[src/rtl/color_scan_ctrl_pkg.sv]
// Shared definitions for the color scan controller and the color tracker it drives:
// color codes, FSM encoding and default parameter values.
package color_scan_ctrl_pkg;

    localparam logic [1:0] ColorR = 2'b00;
    localparam logic [1:0] ColorG = 2'b01;
    localparam logic [1:0] ColorB = 2'b10;

    localparam int unsigned DefCountWidth   = 19;
    localparam int unsigned DefSettleCycles = 3;
    localparam int unsigned DefDrainCycles  = 2;
    localparam int unsigned DefMinCount     = 64;

    typedef enum logic [2:0] {
        StIdle,
        StSettle,
        StActive,
        StDrain,
        StReport
    } scan_state_e;

    // Round-robin order R -> G -> B -> R.
    function automatic logic [1:0] next_color(input logic [1:0] color);
        logic [1:0] nxt;
        unique case (color)
            ColorR:  nxt = ColorG;
            ColorG:  nxt = ColorB;
            default: nxt = ColorR;
        endcase
        return nxt;
    endfunction

endpackage

[src/rtl/color_max_select.sv]
// Picks the largest of three per-color counts; on a tie the lowest color index wins.
module color_max_select
    import color_scan_ctrl_pkg::*;
#(
    parameter int unsigned WIDTH = DefCountWidth
) (
    input  logic [WIDTH-1:0] count_r,
    input  logic [WIDTH-1:0] count_g,
    input  logic [WIDTH-1:0] count_b,
    output logic [1:0]       max_idx,
    output logic [WIDTH-1:0] max_val
);

    // Strict greater-than keeps the earlier (lower) index on ties.
    always_comb begin
        max_idx = ColorR;
        max_val = count_r;
        if (count_g > max_val) begin
            max_idx = ColorG;
            max_val = count_g;
        end
        if (count_b > max_val) begin
            max_idx = ColorB;
            max_val = count_b;
        end
    end

endmodule

[src/rtl/color_scan_ctrl.sv]
// Per-frame target-pixel counter that steers the color tracker, in fixed or R/G/B
// round-robin mode, and keeps the best color found over the last full scan.
module color_scan_ctrl
    import color_scan_ctrl_pkg::*;
#(
    parameter int unsigned COUNT_WIDTH   = DefCountWidth,
    parameter int unsigned SETTLE_CYCLES = DefSettleCycles,
    parameter int unsigned DRAIN_CYCLES  = DefDrainCycles,
    parameter int unsigned MIN_COUNT     = DefMinCount
) (
    input  logic                   clk,
    input  logic                   rst_n,
    input  logic                   enable,
    input  logic                   scan_mode,
    input  logic [1:0]             fixed_color,
    input  logic                   frame_start,
    input  logic                   frame_end,
    input  logic                   trk_valid,
    input  logic                   trk_is_target,
    output logic [1:0]             color_select,
    output logic                   busy,
    output logic                   result_valid,
    output logic [1:0]             result_color,
    output logic [COUNT_WIDTH-1:0] result_count,
    output logic                   best_valid,
    output logic [1:0]             best_color,
    output logic [COUNT_WIDTH-1:0] best_count
);

    localparam int unsigned TimerMax   = (SETTLE_CYCLES > DRAIN_CYCLES) ? SETTLE_CYCLES
                                                                        : DRAIN_CYCLES;
    localparam int unsigned TimerWidth = $clog2(TimerMax + 1);

    localparam logic [TimerWidth-1:0]  SettleLast = TimerWidth'(SETTLE_CYCLES - 1);
    localparam logic [TimerWidth-1:0]  DrainLast  = TimerWidth'(DRAIN_CYCLES - 1);
    localparam logic [COUNT_WIDTH-1:0] MinCount   = COUNT_WIDTH'(MIN_COUNT);

    scan_state_e            state_q, state_d;
    logic [TimerWidth-1:0]  timer_q, timer_d;
    logic [COUNT_WIDTH-1:0] count_q, count_d;
    logic [1:0]             color_q, color_d;
    logic [1:0]             scan_q, scan_d;
    logic                   auto_q, auto_d;
    logic [COUNT_WIDTH-1:0] tab_r_q, tab_r_d;
    logic [COUNT_WIDTH-1:0] tab_g_q, tab_g_d;
    logic                   result_valid_q, result_valid_d;
    logic [1:0]             result_color_q, result_color_d;
    logic [COUNT_WIDTH-1:0] result_count_q, result_count_d;
    logic                   best_valid_q, best_valid_d;
    logic [1:0]             best_color_q, best_color_d;
    logic [COUNT_WIDTH-1:0] best_count_q, best_count_d;

    logic                   hit;
    logic [COUNT_WIDTH-1:0] count_inc;
    logic [1:0]             scan_next;
    logic [1:0]             start_base;
    logic [1:0]             start_scan;
    logic [1:0]             start_color;
    logic [1:0]             max_idx;
    logic [COUNT_WIDTH-1:0] max_val;

    assign hit       = trk_valid & trk_is_target;
    assign count_inc = (&count_q) ? count_q : count_q + COUNT_WIDTH'(1);
    assign scan_next = next_color(scan_q);

    // A frame started from REPORT sees the scan index the report is about to advance to.
    // Entering auto mode from fixed mode restarts the scan at red.
    always_comb begin
        start_base = (state_q == StReport && auto_q) ? scan_next : scan_q;
        if (scan_mode) begin
            start_scan  = auto_q ? start_base : ColorR;
            start_color = start_scan;
        end else begin
            start_scan  = start_base;
            start_color = (fixed_color == 2'b11) ? ColorR : fixed_color;
        end
    end

    // Blue is reported straight from the live count, so only R and G need table storage.
    color_max_select #(
        .WIDTH(COUNT_WIDTH)
    ) u_max_select (
        .count_r(tab_r_q),
        .count_g(tab_g_q),
        .count_b(count_q),
        .max_idx(max_idx),
        .max_val(max_val)
    );

    always_comb begin
        state_d        = state_q;
        timer_d        = timer_q;
        count_d        = count_q;
        color_d        = color_q;
        scan_d         = scan_q;
        auto_d         = auto_q;
        tab_r_d        = tab_r_q;
        tab_g_d        = tab_g_q;
        result_valid_d = 1'b0;
        result_color_d = result_color_q;
        result_count_d = result_count_q;
        best_valid_d   = best_valid_q;
        best_color_d   = best_color_q;
        best_count_d   = best_count_q;

        if (!enable) begin
            state_d = StIdle;
            timer_d = '0;
            count_d = '0;
            scan_d  = ColorR;
        end else begin
            unique case (state_q)
                StIdle: begin
                    if (frame_start) begin
                        state_d = StSettle;
                        timer_d = '0;
                        count_d = '0;
                        color_d = start_color;
                        scan_d  = start_scan;
                        auto_d  = scan_mode;
                    end
                end
                StSettle: begin
                    if (frame_start) begin
                        timer_d = '0;
                        count_d = '0;
                    end else if (timer_q == SettleLast) begin
                        state_d = StActive;
                        timer_d = '0;
                    end else begin
                        timer_d = timer_q + TimerWidth'(1);
                    end
                end
                StActive: begin
                    if (frame_start) begin
                        state_d = StSettle;
                        timer_d = '0;
                        count_d = '0;
                    end else begin
                        if (hit) count_d = count_inc;
                        if (frame_end) begin
                            state_d = StDrain;
                            timer_d = '0;
                        end
                    end
                end
                StDrain: begin
                    if (frame_start) begin
                        state_d = StSettle;
                        timer_d = '0;
                        count_d = '0;
                    end else begin
                        if (hit) count_d = count_inc;
                        if (timer_q == DrainLast) begin
                            state_d        = StReport;
                            result_valid_d = 1'b1;
                            result_color_d = color_q;
                            result_count_d = count_d;
                        end else begin
                            timer_d = timer_q + TimerWidth'(1);
                        end
                    end
                end
                StReport: begin
                    if (auto_q) begin
                        scan_d = scan_next;
                        if (color_q == ColorR) tab_r_d = count_q;
                        if (color_q == ColorG) tab_g_d = count_q;
                        if (color_q == ColorB) begin
                            best_color_d = max_idx;
                            best_count_d = max_val;
                            best_valid_d = (max_val >= MinCount);
                        end
                    end
                    state_d = StIdle;
                    if (frame_start) begin
                        state_d = StSettle;
                        timer_d = '0;
                        count_d = '0;
                        color_d = start_color;
                        scan_d  = start_scan;
                        auto_d  = scan_mode;
                    end
                end
                default: state_d = StIdle;
            endcase
        end
    end

    always_ff @(posedge clk or negedge rst_n) begin
        if (!rst_n) begin
            state_q        <= StIdle;
            timer_q        <= '0;
            count_q        <= '0;
            color_q        <= ColorR;
            scan_q         <= ColorR;
            auto_q         <= 1'b0;
            tab_r_q        <= '0;
            tab_g_q        <= '0;
            result_valid_q <= 1'b0;
            result_color_q <= ColorR;
            result_count_q <= '0;
            best_valid_q   <= 1'b0;
            best_color_q   <= ColorR;
            best_count_q   <= '0;
        end else begin
            state_q        <= state_d;
            timer_q        <= timer_d;
            count_q        <= count_d;
            color_q        <= color_d;
            scan_q         <= scan_d;
            auto_q         <= auto_d;
            tab_r_q        <= tab_r_d;
            tab_g_q        <= tab_g_d;
            result_valid_q <= result_valid_d;
            result_color_q <= result_color_d;
            result_count_q <= result_count_d;
            best_valid_q   <= best_valid_d;
            best_color_q   <= best_color_d;
            best_count_q   <= best_count_d;
        end
    end

    assign color_select = color_q;
    assign busy         = (state_q != StIdle);
    assign result_valid = result_valid_q;
    assign result_color = result_color_q;
    assign result_count = result_count_q;
    assign best_valid   = best_valid_q;
    assign best_color   = best_color_q;
    assign best_count   = best_count_q;

endmodule
[config.mk]
export PLATFORM = sky130hd
export DESIGN_NAME = color_scan_ctrl
export DESIGN_NICKNAME = d
export VERILOG_FILES = /design/src/rtl/color_scan_ctrl_pkg.sv /design/src/rtl/color_max_select.sv /design/src/rtl/color_scan_ctrl.sv
export SDC_FILE = /design/constraint.sdc
export NUM_CORES = 1
export LEC_CHECK = 0
export CORE_UTILIZATION = 58
export DETAILED_ROUTE_END_ITERATION = 10
export PLACE_DENSITY = 0.78
export SETUP_SLACK_MARGIN = 0.5
export SYNTH_ARGS = -nofsm -noshare
export SYNTH_HDL_FRONTEND = slang
export SYNTH_SLANG_ARGS = --single-unit
[constraint.sdc]
create_clock -name clk -period 6 [get_ports clk]
set_clock_uncertainty 0.1 [all_clocks]
set_input_delay 0.6 -clock clk [delete_from_list [all_inputs] [get_ports clk]]
set_output_delay 0.6 -clock clk [all_outputs]
set_load 0.005 [all_outputs]
# ---- After elaboration in Yosys (flattened, before gate mapping)
# Index checks and enable logic that the tools add are counted.
dict set report word_totals {
  out_inout_bits 47
  word_cells 105
  regBits 111
}
dict set report classes {
  n_addsub 2
  n_mux 44
  order_cmp 3
  n_eq_ne 22
  bitwise_logic 2
  reduce_logical 18
}
# operator n
set ops {}
lappend ops {{$mux W19} 7}
lappend ops {{$gt A19 B19 Y1} 2}
lappend ops {{$pmux W19 S2} 1}
lappend ops {{$mux W2} 18}
lappend ops {{$mux W3} 8}
lappend ops {{$reduce_and A4 Y1} 5}
lappend ops {{$add A19 B1 Y19 const B} 1}
lappend ops {{$ge A19 B7 Y1 const B} 1}
lappend ops {{$reduce_and A19 Y1} 1}
lappend ops {{$ne A4 B4 Y1 const B} 4}
lappend ops {{$pmux W3 S5} 1}
lappend ops {{$ne A3 B3 Y1 const B} 4}
lappend ops {{$pmux W2 S2} 2}
lappend ops {{$pmux W2 S4} 1}
lappend ops {{$eq A2 B1 Y1 const B} 3}
lappend ops {{$eq A2 B2 Y1 const B} 3}
lappend ops {{$eq A3 B2 Y1 const B} 2}
lappend ops {{$mux W1} 6}
lappend ops {{$ne A3 B2 Y1 const B} 2}
lappend ops {{$reduce_and A3 Y1} 2}
lappend ops {{$ne A5 B2 Y1 const B} 1}
lappend ops {{$reduce_and A5 Y1} 1}
lappend ops {{$logic_not A2 Y1} 2}
lappend ops {{$reduce_or A2 Y1} 2}
lappend ops {{other kinds (11)} 11}

# ---- Depth between registers and ports, before layout
# Gate-level depths: netlist of run 1.
dict set report logic_depth {
  depth_word 8
  mapped_depth 19
  depth_no_buf 18
}

# ---- By module
# From an unflattened synthesis of run 1, not the netlist that was laid out.
dict set report hier_totals {
  hier_cells 713
  hier_area_um2 6925.4
}
# mod area_per_inst_um2 cells_each n_inst seq_area_each_um2
set by_module_without_submodules {}
lappend by_module_without_submodules {color_scan_ctrl 5187.5 464 1 2777.7}
lappend by_module_without_submodules {color_max_select 1737.9 249 1 0.0}

# ---- Worst setup path before layout of run 1
# Ideal clock, no wire load.
dict set report synth_timing {
  kind {register to register}
  from {reg tab_r_q[8]}
  to {reg best_valid_q, in the netlist best_valid}
  synth_period_minus_slack_ns 4.747
  required_ns 5.727
  t_arrival_ns 4.474
  stages_incl_launch_ff 20
  n_path_buf 2
  setup_ns 0.173
  setup_slack_ns 1.253
  cell_sequence {dfrtp_1 -> inv_1 -> ha_1 -> a211oi_1 -> nor2_1 -> a2111oi_0 -> o21ai_1 -> nand2_2 -> buf_4 -> mux2i_1 -> ha_1 -> a211oi_2 -> nor2_1 -> a2111o_1 -> a2111oi_4 -> or2_4 -> buf_8 -> o211ai_4 -> a2111oi_4 -> a41oi_1}
}
dict set report synth_between {
  elab_chain_len 5
}
# item line
set synth_lines {}
lappend synth_lines {{from (decl)} color_scan_ctrl.sv:44} ;# logic [COUNT_WIDTH-1:0] tab_r_q, tab_r_d;
lappend synth_lines {{from (signal assigned)} color_scan_ctrl.sv:213} ;# tab_r_q <= tab_r_d;
lappend synth_lines {{$gt A19 B19 Y1} color_max_select.sv:18} ;# if (count_g > max_val) begin
lappend synth_lines {{$mux W19 (*)} color_max_select.sv:18}
lappend synth_lines {{$gt A19 B19 Y1} color_max_select.sv:22} ;# if (count_b > max_val) begin
lappend synth_lines {{$mux W19 (*)} color_max_select.sv:22}
lappend synth_lines {{$ge A19 B7 Y1 (*)} color_scan_ctrl.sv:172} ;# best_valid_d = (max_val >= MinCount);
lappend synth_lines {{to (signal assigned)} color_scan_ctrl.sv:218} ;# best_valid_q <= best_valid_d;
lappend synth_lines {{to (decl)} color_scan_ctrl.sv:49} ;# logic best_valid_q, best_valid_d;
# Mark *: on every way between the ends. The rest lies on a longest branch, timed or not.
# A chain may end at the register's enable or synchronous reset.

# ---- Worst setup path in the final report of run 1
dict set report layout_timing {
  from {reg tab_g_q[17]}
  to {reg best_valid_q, in the netlist best_valid}
}
dict set report layout_between {
  elab_chain_len 5
}
# item line
set layout_lines {}
lappend layout_lines {{from (decl)} color_scan_ctrl.sv:45} ;# logic [COUNT_WIDTH-1:0] tab_g_q, tab_g_d;
lappend layout_lines {{from (signal assigned)} color_scan_ctrl.sv:214} ;# tab_g_q <= tab_g_d;
lappend layout_lines {{$gt A19 B19 Y1} color_max_select.sv:18}
lappend layout_lines {{$mux W19 (*)} color_max_select.sv:18}
lappend layout_lines {{$gt A19 B19 Y1} color_max_select.sv:22}
lappend layout_lines {{$mux W19 (*)} color_max_select.sv:22}
lappend layout_lines {{$ge A19 B7 Y1 (*)} color_scan_ctrl.sv:172}
# Marked as above.

==> impl_metrics.py, run 1 <==
metrics = {
    "detailed_routing": {
        "detailroute.via_count": 5292,
        "post_drt_via_cell_ratio": 6.09,
        "dr.first_iter.drc_count": 332,
        "routedWlPerCell_um": 17.2,
        "detail_route.first_pass.iterations": 6,
        "antenna_left": 0,
        "detail_route.wirelength_um": 15000,
        "route.detailed.drc": 0,
    },
    "logic_synthesis": {
        "syn-num-nets": 741,
        "synth_warnings": 0,
        "async_flop_share_pct": 100,
        "synthesis.instances": 688,
        "post-synth-top-area-fraction_pct": 43.9,
        "synth_seq_cells": 111,
        "synth.avg_cell_area_um2": 9.20,
        "number_of_enable_flip_flop_cells_after_synthesis": 0,
        "post_synth_num_cell_types": 54,
        "postSynth.topFlopCell": "dfrtp_1",
        "synth_sequential_area_ratio_pct": 43.9,
        "ys_top_cells_by_area": "dfrtp_1, ha_1, nand2_1, o21ai_0, mux2_2",
        "synth.largest_area_cell": "dfrtp_1",
        "post_synth_instance_area_um2": 6330,
    },
    "floorplanning": {
        "core_area_um2": 10500,
        "i_o_pins": 57,
        "chipHeight_um": 106,
        "fp.dieArea_um2": 11300,
        "initial_core_util_pct": 60.5,
        "die_span_in_x_um": 106,
        "placement_rows": 37,
    },
    "grt": {
        "grt_util_all_layers_pct": 28.1,
        "grt_start_max_net_pins": 71,
        "gr-total-overflow": 0,
        "grt_pass1_vias": 5069,
        "grt_antenna_before_repair": 0,
        "grt_first_pass_wirelength_um": 25100,
    },
    "clock_network": {
        "clock_tree.root_cell": "clkbuf_8",
        "worstSkewPairLatency_ns": 0.39,
        "cts_tree": "built",
        "cts.clk_slew.worst_paths_ns": 0.12,
        "cts-hold-fix-buffers": 0,
        "cts-buffers-inserted": 9,
        "cts_max_path_buffers": 2,
        "cts.sinks": 111,
        "h-tree-depth": 3,
    },
    "placement": {
        "place_ws_ns": 0.210,
        "placement.cell_area_um2": 6920,
        "placement.io_buffers": 56,
        "detailed_place_hpwl_um": 10600,
        "routabilityCongestion": 0.909,
    },
    "worst_setup_path": {
        "worstSetupEndpointType": "flip-flop",
        "critical_path_arrival_ns": 5.31,
        "crit_start": "tab_g_q[17]$_DFFE_PN0P_",
        "reg2reg_from": "tab_g_q[17]$_DFFE_PN0P_",
        "start_kind": "flip-flop",
        "worst-setup-path-type": "flip-flop to flip-flop",
        "maximum_net_fanout_on_the_critical_path": 16,
        "worst-endpoint-required_ns": 6.16,
    },
    "layout": {
        "stdcell_area_um2": 7190,
        "seq_area_um2": 2780,
        "antenna_cells": 0,
        "fillCellCount": 851,
        "drive_gt1_share_pct": 8.59,
        "fin_nets": 781,
        "multi_input_area_um2": 3290,
        "area.growth.synth_to_final_pct": 13.7,
    },
    "timing": {
        "final_hold_viol_count": 0,
        "post-route-worst-setup-slack_ns": 0.854,
        "period_needed_ns": 5.15,
        "final_max_slew_viols": 0,
        "worst_tran_pin_value_ns": 1.13,
        "period_share_pct": 85.8,
        "hold_ws_ns": 0.0858,
        "setup_viol_count_final": 0,
        "timing.slew.headroom_pct": 24.2,
        "max_clock_freq_mhz": 194,
        "totalNegativeSetupSlack_ns": 0,
        "grt_setup_unrepaired": "false",
    },
    "outcome": {
        "run_status": "finished clean",
    },
    "pwr": {
        "max_rail_drop_vdd_mv": 0.110,
        "leakage_power_nw": 3.60,
        "power.density_nw_per_um2": 177,
    },
    "run": {
        "timing.max_cap.violations": 0,
    },
    "worst_hold_path": {
        "worst_hold_path_class": "input port to async pin",
    },
}
## through the flow
stage / cells / utilization (%) / total power, mW
CTS: 861 / 68.1 / 1.28
global route: 869 / 68.8 / 1.31
global placement: 845 / 66.1 / 0.823
floorplan: 688 / - / 0.791
finish: 869 / 68.8 / 1.27
detailed placement: 845 / 66.1 / 0.826
## cell usage after synthesis (all sizes together) (4+ instances only)
library cell	n
o31ai	8
nand3	20
clkbuf	29
buf	10
nor2	40
ha	43
mux2i	18
mux2	20
a21o	14
nor3	12
and2	7
xor2	4
nand2	126
dfrtp	111
a31oi	5
nand4	11
nor4	7
a21oi	23
nor2b	5
o21ai	74
and3	6
a211oi	19
xnor2	11
and4	4
inv	30
## worst max-delay path: stages, from the launching register on
cell and delay [ns]:
dfrtp_1 0.45, ha_1 0.32, nand4_1 0.19, or3_1 0.46, o21ai_1 0.44, nand2_4 0.26, buf_4 0.22, mux2i_1 0.20
ha_1 0.28, nand4_1 0.14, a211oi_1 0.07, a2111o_1 0.43, a2111oi_4 0.46, or2_4 0.33, a31oi_1 0.18, a2111oi_4 0.34
a41oi_1 0.14
## final cells by class
cell class | instances | share of cell area [%]
sequential | 111 | 38.6
tap | 136 | 2.37
inverter | 31 | 1.62
timing repair buffer | 67 | 8.90
clock inverter | 6 | 0.870
clock buffer | 10 | 1.91
multi-input combinational | 508 | 45.7
## cell usage in the layout, fill, tap and decap left out, types with 4 or more instances in the layout
cell	netlist	routed
clkdlybuf4s50_1	0	55
nor2b_1	5	5
a31oi_1	5	5
nand3_1	20	20
o21ai_0	68	68
a211oi_1	17	17
ha_1	43	43
xor2_1	4	4
mux2i_1	18	18
mux2_2	20	20
dfrtp_1	111	111
inv_1	30	30
a21o_1	14	14
nand2_1	125	125
clkbuf_8	0	10
nor4_1	7	6
o21ai_1	6	6
and4_1	4	4
a21oi_1	23	23
and2_1	7	7
nand4_1	11	11
buf_4	2	12
nor2_1	40	40
nor3_1	11	10
o31ai_1	8	8
xnor2_1	11	11
and3_1	6	6
## final timing paths
path,end,slack (ns),cells past startpoint
hold reg to reg,best_count[15]$_DFFE_PN0P_,0.39,1
min in group clk,best_count[15]$_DFFE_PN0P_,0.39,1
max in group asynchronous,tab_g_q[1]$_DFFE_PN0P_,4.41,2
setup reg to reg,best_valid$_DFFE_PN0P_,0.85,16
hold / removal,best_count[4]$_DFFE_PN0P_,0.09,1
setup / recovery,best_valid$_DFFE_PN0P_,0.85,16
## state kept, by name, summed over array words and instances (netlist names)
register      flops
scan_q            2
tab_g_q          19
best_valid        1
result_valid      1
auto_q            1
color_select      2
best_count       19
result_count     19
best_color        2
count_q          19
state_q           3
tab_r_q          19
result_color      2
timer_q           2
## metal layers
metal	vias up	GRT usage (%)	part of all wire (%)
li1	2494	-	-
met1	2560	40.3	46
met2	217	44.9	47
met3	21	3.37	6.0
met4	0	8.61	1.4
met5	-	0	0
## report_power, final
part / switching [mW] / internal, mW / leakage, nW
registers: 0.00982 / 0.752 / 1.45
logic: 0.0300 / 0.0188 / 2.04
clock network: 0.289 / 0.173 / 0.102
total: 0.329 / 0.944 / 3.60
## timing repair
| action | 4_1_cts | 5_1_grt |
|---|---|---|
| resized for setup | 3 | 1 |
| gates cloned | 0 | 1 |
| buffers inserted | 0 | 7 |
| pin swaps | 0 | 3 |
| endpoints found under the setup margin | 5 | 1 |
## kinds of logic (layout without fill, tap and decap cells)
logic type | after synthesis | after routing | synth area share [%]
AO/OA/AOI/OAI | 164 | 164 | 16.8
AND/OR/NAND/NOR | 247 | 248 | 17.8
flip-flops | 111 | 111 | 43.9
adder cells (fa/ha/maj) | 43 | 43 | 8.50
buffers and inverters | 70 | 114 | 4.57
multiplexers | 38 | 38 | 6.41
XOR/XNOR | 15 | 15 | 2.08
Power figures use the tool's default switching activity.
==> run 2: changes to the inputs <==
- CORE_UTILIZATION: 58 -> 55
- PLACE_DENSITY: 0.78 -> 0.75
==> impl_metrics.py, run 2 (synthesis results as in run 1) <==
metrics = {
    "layout": {
        "drive_gt1_share_pct": 7.68,
        "fillCellCount": 906,
        "layout_commonest_cell": "nand2_1",
        "antenna_cells": 0,
        "leading_cell_types_in_the_layout_fill_and_taps_excluded": "nand2_1, dfrtp_1, o21ai_0",
        "multi_input_area_um2": 3280,
        "fin_nets": 777,
        "area.growth.synth_to_final_pct": 15.2,
        "seq_area_um2": 2780,
    },
    "placement": {
        "placement.io_buffers": 56,
        "routabilityCongestion": 0.836,
        "detailed_place_hpwl_um": 10800,
    },
    "clock_network": {
        "cts_tree": "built",
        "clock_tree.root_cell": "clkbuf_16",
        "cts_max_path_buffers": 2,
        "worstSkewPairLatency_ns": 0.36,
        "cts-buffers-inserted": 9,
        "cts.sinks": 111,
        "cts.clk_slew.worst_paths_ns": 0.08,
        "h-tree-depth": 3,
        "cts-hold-fix-buffers": 0,
    },
    "timing": {
        "setup_viol_count_final": 0,
        "final_max_slew_viols": 0,
        "final_hold_viol_count": 0,
        "period_needed_ns": 5.12,
        "max_clock_freq_mhz": 195,
        "totalNegativeSetupSlack_ns": 0,
        "period_share_pct": 85.3,
        "hold_ws_ns": 0.127,
        "timing.slew.headroom_pct": 18.5,
        "grt_setup_unrepaired": "false",
        "worst_tran_pin_value_ns": 1.21,
    },
    "worst_setup_path": {
        "maximum_net_fanout_on_the_critical_path": 16,
        "setup.reg_to_reg.worst_slack_ns": 0.88,
        "critical_path_arrival_ns": 5.19,
        "start_kind": "flip-flop",
        "critical_path.reg2reg.endpoint": "best_valid$_DFFE_PN0P_",
        "worstSetupEndpointType": "flip-flop",
        "worst-setup-path-type": "flip-flop to flip-flop",
        "timing.reg2reg.worst_path_depth": 17,
        "reg2reg_from": "tab_r_q[6]$_DFFE_PN0P_",
        "cpMaxStageDelayCell": "a2111oi_2",
        "worst-endpoint-required_ns": 6.08,
        "crit_path_max_incr_delay_ns": 0.50,
        "crit_chain": "inv_1 > ha_1 > a21oi_1 > o21ai_0 > a2111oi_2 > o21ai_1 > nand2_4 > mux2i_1 > ha_1 > nand4_1 > a211oi_1 > a2111o_1 > a2111oi_4 > or2_4 > a31oi_1 > a2111oi_4 > a41oi_1",
    },
    "detailed_routing": {
        "routedWlPerCell_um": 17.2,
        "detail_route.wirelength_um": 14900,
        "detail_route.first_pass.iterations": 5,
        "dr.first_iter.drc_count": 275,
        "detailroute.via_count": 5117,
        "antenna_left": 0,
        "post_drt_via_cell_ratio": 5.89,
        "route.detailed.drc": 0,
    },
    "floorplanning": {
        "i_o_pins": 57,
        "die_span_in_x_um": 109,
        "fp.dieArea_um2": 11900,
        "core_area_um2": 11000,
        "initial_core_util_pct": 57.4,
        "placement_rows": 38,
        "chipHeight_um": 109,
    },
    "pwr": {
        "leakage_power_nw": 3.63,
        "max_rail_drop_vdd_mv": 0.156,
        "power.density_nw_per_um2": 202,
    },
    "worst_hold_path": {
        "worst_hold_path_class": "input port to async pin",
    },
    "grt": {
        "grt_pass1_vias": 5032,
        "grt_start_max_net_pins": 67,
        "grt_antenna_before_repair": 0,
        "gr-total-overflow": 0,
        "grt_util_all_layers_pct": 27.0,
        "grt_first_pass_wirelength_um": 24500,
    },
    "run": {
        "timing.max_cap.violations": 0,
    },
    "outcome": {
        "run_status": "finished clean",
    },
}
## run 2: changes by cell type in the layout (fill, tap and decap cells not counted), moves of 2 or more
cell,previous run,this run
clkbuf_8,10,2
clkbuf_1,0,2
buf_4,12,8
clkbuf_16,0,9
clkinv_4,3,0
bufinv_16,0,2
## run 2: stage by stage
step / cell area, um2 / cells / power (mW) / utilization [%] / worst slack [ns]
6_report: 7290 / 869 / 1.47 / 66.1 / 0.884
5_1_grt: 7290 / 869 / 1.51 / 66.1 / 0.525
4_1_cts: 7250 / 865 / 1.48 / 65.8 / 0.569
3_5_place_dp: 6920 / 848 / 0.825 / 62.7 / 0.202
3_3_place_gp: 6920 / 848 / 0.823 / 62.7 / 0.490
2_1_floorplan: 6330 / 688 / 0.791 / - / 1.25
## run 2: worst max-delay path: cells and delay by family, from the launching register on
kind / cells / cell delay [ns]
compound gates: 10 / 2.67
flops: 1 / 0.35
mux: 1 / 0.32
fa+ha+maj: 2 / 0.63
buf+inv: 1 / 0.08
simple gates: 3 / 0.76
## run 2: what timing repair did
item / in CTS / in global routing
cloned: 1 / 0
hold endpoints to repair: 0 / 0
endpoints found under the setup margin: 2 / 1
pin swaps: 1 / 2
buffers inserted: 0 / 4
resized for setup: 2 / 1
## run 2: worst max path at each step
stage / start / endpoint / slack (ns)
floorplan: tab_r_q[8]$_DFFE_PN0P_ / best_valid$_DFFE_PN0P_ / 1.25
global placement: tab_r_q[6]$_DFFE_PN0P_ / best_valid$_DFFE_PN0P_ / 0.49
detailed placement: tab_r_q[6]$_DFFE_PN0P_ / best_valid$_DFFE_PN0P_ / 0.20
CTS: tab_r_q[6]$_DFFE_PN0P_ / best_valid$_DFFE_PN0P_ / 0.57
global route: tab_r_q[16]$_DFFE_PN0P_ / best_valid$_DFFE_PN0P_ / 0.53
finish: tab_r_q[6]$_DFFE_PN0P_ / best_valid$_DFFE_PN0P_ / 0.88
## run 2: layout make-up
class	count	area share, %
Clock buffer	13	3.57
Tap cell	140	2.40
Sequential cell	111	38.1
Timing Repair Buffer	63	8.38
Multi-Input combinational cell	508	45.0
Clock inverter	3	0.893
Inverter	31	1.60
## run 2: layer usage
metal / GRT usage (%) / wire, um / vias up
met5: 0 / 0 / -
met4: 9.62 / 252 / 0
met3: 4.84 / 610 / 18
met2: 44.2 / 7030 / 132
met1: 36.0 / 7020 / 2462
li1: - / - / 2505
## run 2: power by group
part | switching, mW | total (mW) | leakage (nW) | internal, mW
clock network | 0.273 | 0.662 | 0.160 | 0.389
logic | 0.0290 | 0.0479 | 2.03 | 0.0188
registers | 0.00924 | 0.761 | 1.45 | 0.752
total | 0.311 | 1.47 | 3.63 | 1.16
==> run 3: changes to the inputs <==
- CORE_UTILIZATION: 55 -> 50
- PLACE_DENSITY: 0.75 -> 0.69
- RECOVER_POWER: unset -> 50
- SLEW_MARGIN: unset -> 40
==> impl_metrics.py, run 3 (synthesis results as in run 1) <==
metrics = {
    "outcome": {
        "run_status": "finished, violations left",
        "failed_checks": "capacitance limit, slew limit",
    },
    "timing": {
        "period_share_pct": 86.4,
        "grt_setup_unrepaired": "false",
        "worst_tran_pin_value_ns": 2.27,
        "totalNegativeSetupSlack_ns": 0,
        "max_clock_freq_mhz": 193,
        "post-route-worst-setup-slack_ns": 0.815,
        "hold_ws_ns": 0.367,
        "final_max_slew_viols": 43,
        "timing.slew.headroom_pct": -51.5,
        "period_needed_ns": 5.19,
        "setup_viol_count_final": 0,
        "final_hold_viol_count": 0,
    },
    "grt": {
        "gr-total-overflow": 0,
        "grt_util_all_layers_pct": 24.1,
        "grt_pass1_vias": 5105,
        "grt_start_max_net_pins": 46,
        "grt_antenna_before_repair": 0,
        "grt_first_pass_wirelength_um": 24700,
    },
    "pwr": {
        "p_total_mw": 1.48,
        "power.density_nw_per_um2": 201,
        "max_rail_drop_vdd_mv": 0.118,
        "leakage_power_nw": 3.71,
    },
    "worst_setup_path": {
        "worstSetupEndpointType": "flip-flop",
        "crit_start": "tab_g_q[6]$_DFFE_PN0P_",
        "reg2reg_from": "tab_g_q[6]$_DFFE_PN0P_",
        "crit_path_max_incr_delay_ns": 0.55,
        "maximum_net_fanout_on_the_critical_path": 16,
        "worst-setup-path-type": "flip-flop to flip-flop",
        "start_kind": "flip-flop",
        "worst-path-buf-inv": 1,
        "critical_path.top_delay_family": "compound AO/OA/AOI/OAI gates",
        "cpMaxStageDelayCell": "a2111oi_4",
        "setup.reg_to_reg.worst_slack_ns": 0.81,
        "critical_path_arrival_ns": 5.32,
        "crit_chain": "ha_1 > a21oi_1 > o21ai_0 > a2111oi_2 > o21ai_1 > nand2_4 > buf_4 > mux2i_1 > ha_1 > a21oi_1 > a211oi_1 > a2111o_1 > a2111oi_4 > or2_4 > a31oi_1 > a2111oi_4 > a41oi_1",
        "worst-endpoint-required_ns": 6.13,
    },
    "detailed_routing": {
        "wl_met3_um": 629,
        "dr.first_iter.drc_count": 235,
        "route.layer.met1.wl_um": 7420,
        "route.detailed.drc": 0,
        "detail_route.wirelength_um": 14900,
        "detailroute.via_count": 5141,
        "antenna_left": 0,
        "route.met2.wl_um": 6610,
        "post_drt_via_cell_ratio": 5.70,
        "detail_route.first_pass.iterations": 4,
        "maxUsedRoutingLayer": "met4",
        "routedWlPerCell_um": 16.5,
    },
    "floorplanning": {
        "initial_core_util_pct": 52.0,
        "i_o_pins": 57,
        "die_span_in_x_um": 114,
        "chipHeight_um": 114,
        "placement_rows": 40,
        "core_area_um2": 12200,
        "fp.dieArea_um2": 13100,
    },
    "layout": {
        "layout_commonest_cell": "nand2_1",
        "final_util_pct": 60.6,
        "area.growth.synth_to_final_pct": 16.5,
        "fillCellCount": 1091,
        "fin_nets": 782,
        "post_layout_nonfiller_instances": 902,
        "antenna_cells": 0,
        "drive_gt1_share_pct": 8.58,
        "stdcell_area_um2": 7370,
        "leading_cell_types_in_the_layout_fill_and_taps_excluded": "nand2_1, dfrtp_1, o21ai_0",
    },
    "clock_network": {
        "cts_max_path_buffers": 2,
        "cts-buffers-inserted": 9,
        "cts_tree": "built",
        "cts-hold-fix-buffers": 0,
        "worstSkewPairLatency_ns": 0.36,
        "cts.sinks": 111,
        "h-tree-depth": 3,
        "cts.clk_slew.worst_paths_ns": 0.08,
        "clock_tree.root_cell": "clkbuf_16",
    },
    "placement": {
        "place_ws_ns": 0.178,
        "placement.cell_area_um2": 6990,
        "routabilityCongestion": 0.888,
        "dp.cells": 878,
        "placement.io_buffers": 56,
        "detailed_place_hpwl_um": 10800,
    },
    "run": {
        "timing.max_cap.violations": 1,
    },
    "worst_hold_path": {
        "hold_path_startpoint": "result_count[18]$_DFFE_PN0P_",
        "worst_hold_path_class": "flip-flop to flip-flop",
    },
}
==> run 3: cell types whose count changed in the layout (fill, tap and decap cells not counted), moves of 2 or more <==
cell             previous run  this run
clkinv_4                    0         3
buf_4                       8        10
clkdlybuf4s50_1            55        38
dlygate4sd3_1               0        17
==> run 3: layer usage <==
metal,vias up,global-route usage (%)
met5,-,0
met4,0,8.23
met3,18,4.66
met2,122,37.6
met1,2493,33.6
li1,2508,-
==> run 3: repair_timing <==
item | 4_1_cts | 5_1_grt
gates resized for setup | 3 | 0
setup buffers | 0 | 7
cloned | 0 | 1
pin swaps | 0 | 2
setup endpoints to repair | 3 | 1
==> run 3: final cells by class <==
cell class / count / area [um2] / share of cell area (%)
clock buffer: 10 / 239 / 3.24
clock inverter: 6 / 93.8 / 1.27
inverter: 31 / 116 / 1.58
multi-input combinational: 508 / 3300 / 44.7
sequential: 111 / 2780 / 37.7
tap: 168 / 210 / 2.85
timing repair buffer: 68 / 638 / 8.66
==> run 3: final timing paths <==
path                                           endpoint  cells after the start
setup reg to reg                 best_valid$_DFFE_PN0P_                     17
setup / recovery                 best_valid$_DFFE_PN0P_                     17
max in group asynchronous       tab_g_q[16]$_DFFE_PN0P_                      3
min in group asynchronous     best_count[5]$_DFFE_PN0P_                      1
hold / removal             result_count[18]$_DFFE_PN0P_                      2
hold reg to reg            result_count[18]$_DFFE_PN0P_                      2
==> run 3: power breakdown <==
group	leakage [nW]	internal, mW	switching (mW)
sequential	1.45	0.752	0.0111
clock	0.159	0.380	0.289
combinational	2.10	0.0183	0.0300
total	3.71	1.15	0.330
==> run 3: worst min-delay path: cells and delay by family, from the launching register on <==
kind / cells / cell delay, ns
AND/OR/NAND/NOR: 2 / 0.10
flip-flops: 1 / 0.34
==> RTL change 1, RTL diff (flow settings as in run 3) <==
The package constant `DefSettleCycles` goes from 3 to 6.
--- a/src/rtl/color_scan_ctrl_pkg.sv
+++ b/src/rtl/color_scan_ctrl_pkg.sv
@@ -8,5 +8,5 @@
 
     localparam int unsigned DefCountWidth   = 19;
-    localparam int unsigned DefSettleCycles = 3;
+    localparam int unsigned DefSettleCycles = 6;
     localparam int unsigned DefDrainCycles  = 2;
     localparam int unsigned DefMinCount     = 64;
Check against the original RTL: no difference found for any inputs over 4 cycles, from zero or initial values and one cycle with rst_n low; that may be too few to reach the edited logic, so the function may still have changed.
==> RTL change 1 against run 3 <==
The run still ends with max-capacitance violations, max-slew violations left; synthesized area rose by 0.14%; setup slack better by 8.8 ps; die area increased by 0.14%; wire length down 4.5%; synthesized cell count is 1.5% lower; sequential cell count up 1; design area fell by 1.2%; power decreased by 6.4%; critical path type unchanged; largest power group unchanged; highest routed layer unchanged.
==> RTL change 1: results (changes against run 3) <==
grtUsageTotal_pct: 23.8  # -0.30 points
maxSlewViolCount: 56  # +30%
seq_power_share_pct: 55.4  # +3.9 points
wl_met1_microns: 6690  # -9.9%
switching_power_uw: 314  # -5.0%
drv_cap: 1  # unchanged
nFillCells: 1051  # -3.7%
synth_mux_area_share_pct: 9.81  # +3.4 points
routed_via_density: 5.63  # -1.3%
ir_worst_vdd_mv: 0.147  # +25%
post_cts_resized: 1  # -2
synthTopCellsByArea: "dfrtp_1, ha_1, o21ai_0, mux2_2, nand2_1"
hp-class: "reg2reg"
synth.distinct_cells: 60  # +11%
top_layer_used: "met4"
slowest_delay_ps: 540
tightest_slew_ps: 2890  # +615 ps
synth-warning-count: 0  # unchanged
drive_gt1_share_pct: 9.70  # +1.1 points
met3WireLength_microns: 529  # -16%
violations: "max-capacitance violations, max-slew violations"
totalWireLength_microns: 14200  # -4.5%
dp_slack_ps: 511  # +333 ps
path_clk_slew_ps: 70
grt_pass1_vias: 4982  # -2.4%
status: "finished with violations"
nets: 757  # -3.2%
synth_xor_area_share_pct: 2.07  # -0.0029 points
p_clk_uw: 570  # -15%
worst-path-max-fanout: 18  # +2
dp_hpwl_microns: 10300  # -4.8%
synthTopCellsByCount: "dfrtp_1, nand2_1, o21ai_0, a21oi_1, nor2_1"
route.met2.wl_microns: 6650  # +0.74%
async_reset_ff_share_pct: 100  # unchanged
grt_start_max_net_pins: 59  # +28%
power_leakage_nw: 3.38  # -8.9%
grt_pass1_wl_microns: 24200  # -1.8%
critPathSlowestCell: "or4_1"
cp_top_family: "compound AO/OA/AOI/OAI gates"
antenna_found_initial: 0  # unchanged
drtIter0Drc: 245  # +4.3%
seq_area_frac_synth_pct: 44.2  # +0.33 points
synth-adder-area-share_pct: 8.10  # -0.41 points
synth-compound-area-share_pct: 15.1  # -1.7 points
gp_congestion: 0.909  # +2.3%
cts_setup_buffers: 0  # unchanged
syn_nets: 729  # -1.6%
## RTL change 1: path summary, 6_finish.rpt
path / startpoint / endpoint / slack (ps) / depth (start not counted)
setup / recovery: tab_r_q[10]$_DFFE_PN0P_ / best_valid$_DFFE_PN0P_ / 820 / 17
hold / removal: best_count[10]$_DFFE_PN0P_ / best_count[10]$_DFFE_PN0P_ / 380 / 2
setup reg to reg: tab_r_q[10]$_DFFE_PN0P_ / best_valid$_DFFE_PN0P_ / 820 / 17
hold reg to reg: best_count[10]$_DFFE_PN0P_ / best_count[10]$_DFFE_PN0P_ / 380 / 2
max in group asynchronous: rst_n / tab_g_q[15]$_DFFE_PN0P_ / 2120 / 2
min in group asynchronous: rst_n / best_count[3]$_DFFE_PN0P_ / 1080 / 1
## RTL change 1: stage by stage
stage | std cells | instance area, sq um | total power, mW | hold WS, ps
5_1_grt | 879 | 7280 | 1.44 | 408
3_5_place_dp | 862 | 7000 | 0.832 | 372
4_1_cts | 878 | 7280 | 1.40 | 205
2_1_floorplan | 678 | 6340 | 0.798 | 204
6_report | 879 | 7280 | 1.39 | 378
3_3_place_gp | 861 | 6980 | 0.830 | 361
## RTL change 1: metal layers
| metal | vias up | track usage, % |
|---|---|---|
| li1 | 2433 | - |
| met1 | 2375 | 31.7 |
| met2 | 109 | 38.7 |
| met3 | 28 | 3.23 |
| met4 | 0 | 11.0 |
| met5 | - | 0 |
## RTL change 1: cell type report
type | instances | area (sq um) | area share [%]
Multi-Input combinational cell | 487 | 3250 | 44.6
Sequential cell | 112 | 2800 | 38.5
Timing Repair Buffer | 65 | 627 | 8.61
Clock buffer | 12 | 246 | 3.38
Tap cell | 168 | 210 | 2.89
Inverter | 31 | 116 | 1.60
Clock inverter | 4 | 30.0 | 0.412
==> RTL change 2, RTL diff (settings of run 3) <==
Without the edit above. Encoding of `scan_state_e`: now one-hot (5 bits for 5 states).
--- a/src/rtl/color_scan_ctrl_pkg.sv
+++ b/src/rtl/color_scan_ctrl_pkg.sv
@@ -12,10 +12,10 @@
     localparam int unsigned DefMinCount     = 64;
 
-    typedef enum logic [2:0] {
-        StIdle,
-        StSettle,
-        StActive,
-        StDrain,
-        StReport
+    typedef enum logic [4:0] {
+        StIdle   = 5'b00001,
+        StSettle = 5'b00010,
+        StActive = 5'b00100,
+        StDrain  = 5'b01000,
+        StReport = 5'b10000
     } scan_state_e;
 
Check against the original RTL: no difference found for any inputs over 4 cycles, from zero or initial values and one cycle with rst_n low; so few cycles prove little.
==> RTL change 2 against run 3 <==
The flow still finishes with violations (max-capacitance violations, max-slew violations); sequential share of layout area is 1.5 points lower; maximum frequency is 5.2% higher; global-route usage is 2.3 points higher; setup slack better by 250 ps; design area is 6.2% higher; non-clock buffer count is 6 lower; sequential cell count is 2 higher; power is 25% higher; wire length is 9.9% higher; synthesized area is 4.6% higher.
==> RTL change 2: results (changes against run 3) <==
grt_start_max_net_pins: 65  # +41%
multi_input_gates: 511  # +0.59%
met1_usage_pct: 35.9  # +2.3 points
crit-reg2reg-launch: "tab_g_q[15]$_DFFE_PN0P_"
worst_ep_arrival_time_ps: 5140  # -180 ps
flops_and_latches: 113  # +1.8%
met2_usage_pct: 41.3  # +3.7 points
met3WireLength_microns: 823  # +31%
inv_count: 36  # +16%
maxSlewViolCount: 116  # +170%
nClkBuffers: 19  # +9
totalWireLength_microns: 16400  # +9.9%
status: "finished with violations"
htreeDepth: 4  # +1
grtUsageTotal_pct: 26.4  # +2.3 points
reg2regPathDepth: 16  # -1
finalNonFillerCells: 926  # +2.7%
tightest_slew_ps: 2760  # +488 ps
buffer_area_share_pct: 7.62  # -1.0 points
met3_usage_pct: 4.99  # +0.34 points
post_cts_resized: 0  # -3
syn_area_per_cell_sq_um: 9.40  # +2.2%
firstDrtPassIters: 8  # +4
nets: 793  # +1.4%
synthTopCellsByCount: "dfrtp_1, nand2_1, o21ai_0, ha_1, nor2_1"
drtIter0Drc: 409  # +74%
path_clk_slew_ps: 60  # -20 ps
seq_area_frac_synth_pct: 42.7  # -1.2 points
clock_latency_ps: 420  # +60 ps
worst-path-max-fanout: 21  # +5
min_from: "best_count[15]$_DFFE_PN0P_"
slowest_delay_ps: 480  # -70 ps
clockNetworkAreaShare_pct: 7.53  # +3.0 points
cp_top_family: "simple AND/OR/NAND/NOR gates"
wl_met1_microns: 7620  # +2.7%
power_leakage_nw: 3.73  # +0.59%
cts_inserted_buffers: 17  # +8
ir_worst_vdd_mv: 0.169  # +44%
ff_latch_area_sq_um: 2830  # +1.8%
reg2reg_setup_slack_ps: 1070  # +250 ps
route.met2.wl_microns: 7570  # +15%
grt_pass1_wl_microns: 27100  # +9.5%
synthTopCellsByArea: "dfrtp_1, ha_1, nand2_1, o21ai_0, mux2i_1"
drive_gt1_share_pct: 10.3  # +1.8 points
routed_via_density: 5.81  # +1.9%
nNonClkBuffers: 62  # -8.8%
violations: "max-capacitance violations, max-slew violations"
multi_input_area_sq_um: 3460  # +5.1%
dp_hpwl_microns: 11500  # +6.0%
dp_cells: 894  # +1.8%
drv_cap: 2  # +1
[RTL change 2: cell types whose count changed after synthesis, moves of 8 or more]
cell / run 3 / this run
a211oi_1: 17 / 4
a21o_1: 14 / 2
a21oi_1: 23 / 32
buf_2: 6 / 14
mux2i_1: 18 / 29
nand2_1: 125 / 100
nand3_1: 20 / 9
o21ai_0: 68 / 59
o31ai_1: 8 / 22
xor2_1: 4 / 13
[RTL change 2: cells by family after synthesis]
logic type,share of synthesized area [%]
muxes,9.26
buffers and inverters,5.14
AOI/OAI and AO/OA,15.1
DFF,42.7
xor gates and xnor gates,2.25
adders and majority gates,7.94
and+or+nand+nor,17.5
[RTL change 2: report_power, final]
| group | total [mW] | switching (mW) | internal, mW |
|---|---|---|---|
| logic | 0.0710 | 0.0432 | 0.0278 |
| registers | 0.784 | 0.0138 | 0.770 |
| clock network | 1.00 | 0.369 | 0.630 |
| total | 1.85 | 0.426 | 1.43 |
[RTL change 2: metrics by stage]
step                      power (mW)  util (%)  hold slack, ps  area [sq um]  setup WS [ps]
after floorplan                0.826         -             204          6620           1990
after global placement         0.865      56.7             359          7240           1200
after CTS                       1.87      61.3             124          7830           1080
final                           1.85      61.3             370          7830           1070
after global routing            1.91      61.3             403          7830            723
after detailed placement       0.868      56.7             367          7240           1100
[RTL change 2: worst max path at each step]
stage / to / slack, ps / cells after the start
floorplan: best_count[11]$_DFFE_PN0P_ / 1990 / 18
finish: best_count[11]$_DFFE_PN0P_ / 1070 / 16
CTS: best_count[11]$_DFFE_PN0P_ / 1080 / 17
global placement: best_count[11]$_DFFE_PN0P_ / 1200 / 17
detailed placement: best_count[11]$_DFFE_PN0P_ / 1100 / 16
global route: best_count[11]$_DFFE_PN0P_ / 720 / 17
